**config.mk**
```make
export PLATFORM = sky130hd
export DESIGN_NAME = pe_sequencer
export DESIGN_NICKNAME = d
export VERILOG_FILES = /design/src/rtl/pe_seq_pkg.sv /design/src/rtl/pe_seq_addr_gen.sv /design/src/rtl/pe_sequencer.sv
export SDC_FILE = /design/constraint.sdc
export NUM_CORES = 1
export LEC_CHECK = 0
export BUFFER_PORTS_ARGS = -buffer_cell sky130_fd_sc_hd__buf_2
export CAP_MARGIN = 5
export CORE_UTILIZATION = 51
export DETAILED_ROUTE_END_ITERATION = 16
export PLACE_DENSITY = 0.76
export SYNTH_ARGS = -nofsm -noshare
export SYNTH_HDL_FRONTEND = slang
export SYNTH_SLANG_ARGS = --single-unit
export TNS_END_PERCENT = 100
```
**constraint.sdc**
```tcl
create_clock -name clk -period 2.2 [get_ports clk]
set_input_delay 0 -clock clk [delete_from_list [all_inputs] [get_ports clk]]
set_output_delay 0 -clock clk [all_outputs]
set_load 0.005 [all_outputs]
```
**src/rtl/pe_seq_pkg.sv**
```systemverilog
// Shared state encoding and default geometry for the PE tile sequencer.
package pe_seq_pkg;

  localparam int TAPS_DEF    = 16;
  localparam int K_WORDS_DEF = 4;
  localparam int BPW_DEF     = 4;
  localparam int ADDR_W_DEF  = 9;

  // Tap counter drives the 4-bit kernel mux select directly.
  localparam int TAP_W  = $clog2(TAPS_DEF);
  localparam int BCNT_W = $clog2(BPW_DEF + 1);

  typedef enum logic [2:0] {
    IDLE,
    LOAD_K,
    CLR,
    MAC,
    STORE,
    WRITE,
    DONE
  } state_t;

endpackage

```
**src/rtl/pe_seq_addr_gen.sv**
```systemverilog
// OFM word address counter: clear on job start, +1 per word write, wraps mod 2^ADDR_W.
// Latency: new address visible the cycle after clr/inc; no backpressure.
module pe_seq_addr_gen
  import pe_seq_pkg::*;
#(
  parameter int ADDR_W = ADDR_W_DEF
) (
  input  logic              clk,
  input  logic              rst,
  input  logic              clr,
  input  logic              inc,
  output logic [ADDR_W-1:0] addr
);

  always_ff @(posedge clk or negedge rst) begin
    if (!rst) begin
      addr <= '0;
    end else if (clr) begin
      addr <= '0;
    end else if (inc) begin
      addr <= addr + ADDR_W'(1);
    end
  end

endmodule

```
**src/rtl/pe_sequencer.sv**
```systemverilog
// PE tile control FSM: kernel load, 16-tap MAC sweep, byte packing, OFM word writes; window = TAPS+2 cycles (+1 per WRITE).
// Backpressure: k_valid/in_valid low stalls LOAD_K/MAC in place. Optional PE_SEQ_PERF_EN adds perf_stall.
module pe_sequencer
  import pe_seq_pkg::*;
#(
  parameter int TAPS    = TAPS_DEF,
  parameter int K_WORDS = K_WORDS_DEF,
  parameter int BPW     = BPW_DEF,
  parameter int ADDR_W  = ADDR_W_DEF
) (
  input  logic              clk,
  input  logic              rst,
  input  logic              start,
  input  logic [ADDR_W-1:0] num_win,
  input  logic              k_valid,
  output logic              k_ready,
  input  logic              in_valid,
  output logic              in_ready,
  output logic              buf4x4_we,
  output logic [ADDR_W-1:0] buf_addr,
  output logic [3:0]        sel,
  output logic              Mac_en,
  output logic              Mac_rst,
  output logic              shift_rst,
  output logic              shift_write,
  output logic              shif_shift,
  output logic              wr,
  output logic [ADDR_W-1:0] addr,
  output logic              busy,
  output logic              done
`ifdef PE_SEQ_PERF_EN
  ,
  output logic [15:0]       perf_stall
`endif
);

  localparam int BC_W = $clog2(BPW + 1);

  state_t            state;
  logic [ADDR_W-1:0] win_lim;
  logic [ADDR_W-1:0] kcnt;
  logic [TAP_W-1:0]  tap;
  logic [BC_W-1:0]   bcnt;
  logic [ADDR_W-1:0] win;
  logic [BC_W-1:0]   bcnt_nxt;
  logic [ADDR_W-1:0] win_nxt;
  logic              job_start;

  assign job_start = (state == IDLE) && start;
  assign bcnt_nxt  = bcnt + BC_W'(1);
  assign win_nxt   = win + ADDR_W'(1);

  // Handshake strobes follow the registered ready so a transfer is same-cycle.
  assign buf4x4_we = k_valid & k_ready;
  assign Mac_en    = in_valid & in_ready;
  assign buf_addr  = kcnt;
  assign sel       = tap;

  always_ff @(posedge clk or negedge rst) begin
    if (!rst) begin
      state       <= IDLE;
      win_lim     <= '0;
      kcnt        <= '0;
      tap         <= '0;
      bcnt        <= '0;
      win         <= '0;
      k_ready     <= 1'b0;
      in_ready    <= 1'b0;
      Mac_rst     <= 1'b0;
      shift_rst   <= 1'b0;
      shift_write <= 1'b0;
      shif_shift  <= 1'b0;
      wr          <= 1'b0;
      busy        <= 1'b0;
      done        <= 1'b0;
    end else begin
      Mac_rst     <= 1'b0;
      shift_rst   <= 1'b0;
      shift_write <= 1'b0;
      shif_shift  <= 1'b0;
      wr          <= 1'b0;
      done        <= 1'b0;
      case (state)
        IDLE: begin
          if (start) begin
            win_lim   <= num_win;
            kcnt      <= '0;
            tap       <= '0;
            bcnt      <= '0;
            win       <= '0;
            shift_rst <= 1'b1;
            busy      <= 1'b1;
            k_ready   <= 1'b1;
            state     <= LOAD_K;
          end
        end
        LOAD_K: begin
          if (k_valid) begin
            if (kcnt == ADDR_W'(K_WORDS - 1)) begin
              kcnt    <= '0;
              k_ready <= 1'b0;
              Mac_rst <= 1'b1;
              state   <= CLR;
            end else begin
              kcnt <= kcnt + ADDR_W'(1);
            end
          end
        end
        CLR: begin
          // Only reachable with win==win_lim when the job has zero windows.
          if (win == win_lim) begin
            busy  <= 1'b0;
            done  <= 1'b1;
            state <= DONE;
          end else begin
            in_ready <= 1'b1;
            state    <= MAC;
          end
        end
        MAC: begin
          if (in_valid) begin
            if (tap == TAP_W'(TAPS - 1)) begin
              tap         <= '0;
              in_ready    <= 1'b0;
              shift_write <= 1'b1;
              shif_shift  <= 1'b1;
              state       <= STORE;
            end else begin
              tap <= tap + TAP_W'(1);
            end
          end
        end
        STORE: begin
          bcnt <= bcnt_nxt;
          win  <= win_nxt;
          if (bcnt_nxt == BC_W'(BPW) || win_nxt == win_lim) begin
            wr    <= 1'b1;
            state <= WRITE;
          end else begin
            Mac_rst <= 1'b1;
            state   <= CLR;
          end
        end
        WRITE: begin
          bcnt <= '0;
          if (win == win_lim) begin
            busy  <= 1'b0;
            done  <= 1'b1;
            state <= DONE;
          end else begin
            shift_rst <= 1'b1;
            Mac_rst   <= 1'b1;
            state     <= CLR;
          end
        end
        DONE: begin
          state <= IDLE;
        end
        default: begin
          state <= IDLE;
        end
      endcase
    end
  end

  pe_seq_addr_gen #(
    .ADDR_W (ADDR_W)
  ) u_addr_gen (
    .clk  (clk),
    .rst  (rst),
    .clr  (job_start),
    .inc  (state == WRITE),
    .addr (addr)
  );

`ifdef PE_SEQ_PERF_EN
  always_ff @(posedge clk or negedge rst) begin
    if (!rst) begin
      perf_stall <= '0;
    end else if (job_start) begin
      perf_stall <= '0;
    end else if (state == MAC && !in_valid && perf_stall != 16'hFFFF) begin
      perf_stall <= perf_stall + 16'd1;
    end
  end
`endif

endmodule

```
==> flow_metrics.tcl <==
set metrics [dict create \
    max-vdd-ir-drop_mv 0.584 \
    maxSlewViolCount 0 \
    antennaDiodeCount 0 \
    firstDrtPassIters 4 \
    drt-initial-drc-count 231 \
    reg2reg_from "win[0]" \
    syn_area_per_cell_um2 9.15 \
    async_reset_ff_frac 1.00 \
    holdPathEnd "shif_shift" \
    total_power_w 0.00356 \
    post_route_cells_drive_above_1_share 0.213 \
    hold_viol_final 0 \
    grt-ovfl-total 0 \
    cts_buffers 5 \
    grt_pass1_vias 2395 \
    synth_edf_count 0 \
    grt_pass1_wl_um 10900 \
    finalNetCount 409 \
    startpoint_type "flop" \
    layout.cells.non_filler 462 \
    path_clk_slew_ns 0.10 \
    synth_most_common_cell "nand2_1" \
    crit_type "reg -> reg" \
    hp-class "in -> reg" \
    drc 0 \
    synth-seq-cells 54 \
    ant_nets 0 \
    r2r-end "state[1]" \
    layout_setup_ws_ns 0.0341 \
    r2r_slack_ns 0.03 \
    hold_depth 2 \
    root_buffer "clkbuf_8" \
    grt_max_degree 34 \
    drt_wl_total_um 6530 \
    netlist.area_leader.share 0.465 \
    tightest_slew_ns 0.412 \
    synth_top_area_cell "dfrtp_1" \
    clk_path_buf_depth 2 \
    whs_ns 0.0104 \
    gp_congestion 0.868 \
    status "finished clean" \
    yosysWarnings 0 \
    r2r_cells 5 \
    dieArea_um2 6010 \
    dr_total_vias 2551 \
    syn_to_final_growth_pct 20.9 \
    die_w_um 77.5 \
    seq_area_frac_synth 0.465 \
    finalSetupViolations 0 \
    fin_crit_ns 2.17 \
    route.detailed.wl_per_inst_um 14.1 \
    die_y_um 77.5 \
    core-area_um2 5510 \
    synthTopCellsByCount "58 x nand2_1, 54 x dfrtp_1, 30 x nor2_1" \
    vias_per_cell 5.52 \
    netlist_instances 318 \
    hold_start "in_valid" \
    leakage_nw 1.65 \
    critPathRequiredTime_ns 2.40 \
    ios 47 \
    powerDensity_nw_per_um2 1010 \
    ys_types 48 \
    cts_tree "done" \
    synth_fp_nets 338 \
    worstSetupEndpointType "flop" \
    grt_setup_unrepaired "true" \
    worstPathMaxFanout 5 \
    cap_violations 0 \
    io_buffers 46 \
    dp_cells 443 \
    grt_antenna_before_repair 0 \
    critPathArrivalTime_ns 2.37 \
    post-route-period-util 0.985 \
    start_util 0.528 \
    netlist_top_cells_area "dfrtp_1 46%, nand2_1 7.5%, xor2_1 4.5%" \
    clk_latency_ns 0.30 \
    skew_ns 0.00190 \
    netlist_area_um2 2910 \
    dp_slack_ns 0.00120 \
    slew_headroom 0.726 \
    timing.fmax_mhz 462 \
    dp.final_hpwl_um 4750 \
    synth_ff_type "dfrtp_1" \
    row_count 27 \
    cts_sinks 54 \
    htree_levels 2 \
    grt_usage 0.231 \
]
==> worst max path at each step <==
stage,to,start,cells after the start
global route,state[1],win[0],5
finish,state[1],win[0],5
CTS,state[1],win[3],5
floorplan,state[1],win[0],6
global placement,state[1],win[0],6
detailed placement,state[1],win[0],6
==> report_power, final <==
| group | total [W] | switching [W] | internal (W) |
|---|---|---|---|
| Clock | 0.000583 | 0.000329 | 0.000254 |
| Combinational | 0.00134 | 0.000660 | 0.000678 |
| Sequential | 0.00164 | 0.000350 | 0.00129 |
==> timing repair <==
action / 4_1_cts / 5_1_grt
endpoints found under the setup margin: 1 / 3
setup buffers: 0 / 0
gates resized for setup: 0 / 4
hold buffers: 11 / 0
gates cloned: 0 / 0
endpoints found under the hold margin: 64 / 0
pin swaps: 1 / 0
==> cells in the final DEF (no fill, tap or decap), types with 4 or more instances in the layout <==
master         netlist  final
a21oi_1             13     13
and2_1               5      5
and3_1               6      6
buf_2                0     46
buf_4                2     22
clkbuf_8             4      6
dfrtp_1             54     53
dlygate4sd3_1        0     11
ha_1                 6      6
nand2_1             58     58
nand3_1             13     13
nand4_1             10     10
nor2_1              30     29
o21ai_0             22     22
o31ai_1              4      4
or3_1                6      6
xnor2_1             12     11
xor2_1              15     15
==> sequential cells by signal, indices dropped and copies added (netlist names), 3 cells and up <==
signal           cells
win                  9
sel                  4
u_addr_gen.addr      9
win_lim              9
buf_addr             9
bcnt                 3
state                3
==> per-stage QoR <==
stage               utilization  instance area [um^2]  setup TNS, ns
finish                    0.639                  3520              0
detailed placement        0.599                  3300              0
global route              0.639                  3520        -0.0567
floorplan                     -                  2910              0
CTS                       0.636                  3500              0
global placement          0.599                  3300              0
==> logic make-up after synthesis <==
logic type / Yosys count / synth area share
AO/OA/AOI/OAI: 65 / 0.144
XOR/XNOR: 27 / 0.0813
adder cells (fa/ha/maj): 6 / 0.0258
buffers and inverters: 19 / 0.0413
flip-flops: 54 / 0.465
multiplexers: 3 / 0.0103
AND/OR/NAND/NOR: 144 / 0.233
==> area by class of cell <==
| cell class | instances | area, um^2 |
|---|---|---|
| clock buffer | 6 | 82.6 |
| clock inverter | 2 | 12.5 |
| fill | 468 | 1990 |
| inverter | 3 | 11.3 |
| multi-input combinational | 245 | 1450 |
| sequential | 54 | 1350 |
| tap | 72 | 90.1 |
| timing repair buffer | 80 | 517 |
==> metal layers <==
| metal | track usage | part of all wire | vias up | wire, um |
|---|---|---|---|---|
| li1 | - | - | 1262 | - |
| met5 | 0 | 0 | - | 0 |
| met1 | 0.309 | 0.46 | 1208 | 2980 |
| met3 | 0.0435 | 0.054 | 9 | 352 |
| met2 | 0.373 | 0.47 | 72 | 3090 |
| met4 | 0.0849 | 0.015 | 0 | 101 |
==> worst max-delay path: stages, from the launching register on <==
cell and delay, ns:
dfrtp_1 0.40, ha_1 0.33, xor2_1 0.15, or4_1 0.47
o41a_1 0.52, a21bo_1 0.21
Note: power is estimated with default switching activity, not from simulation.
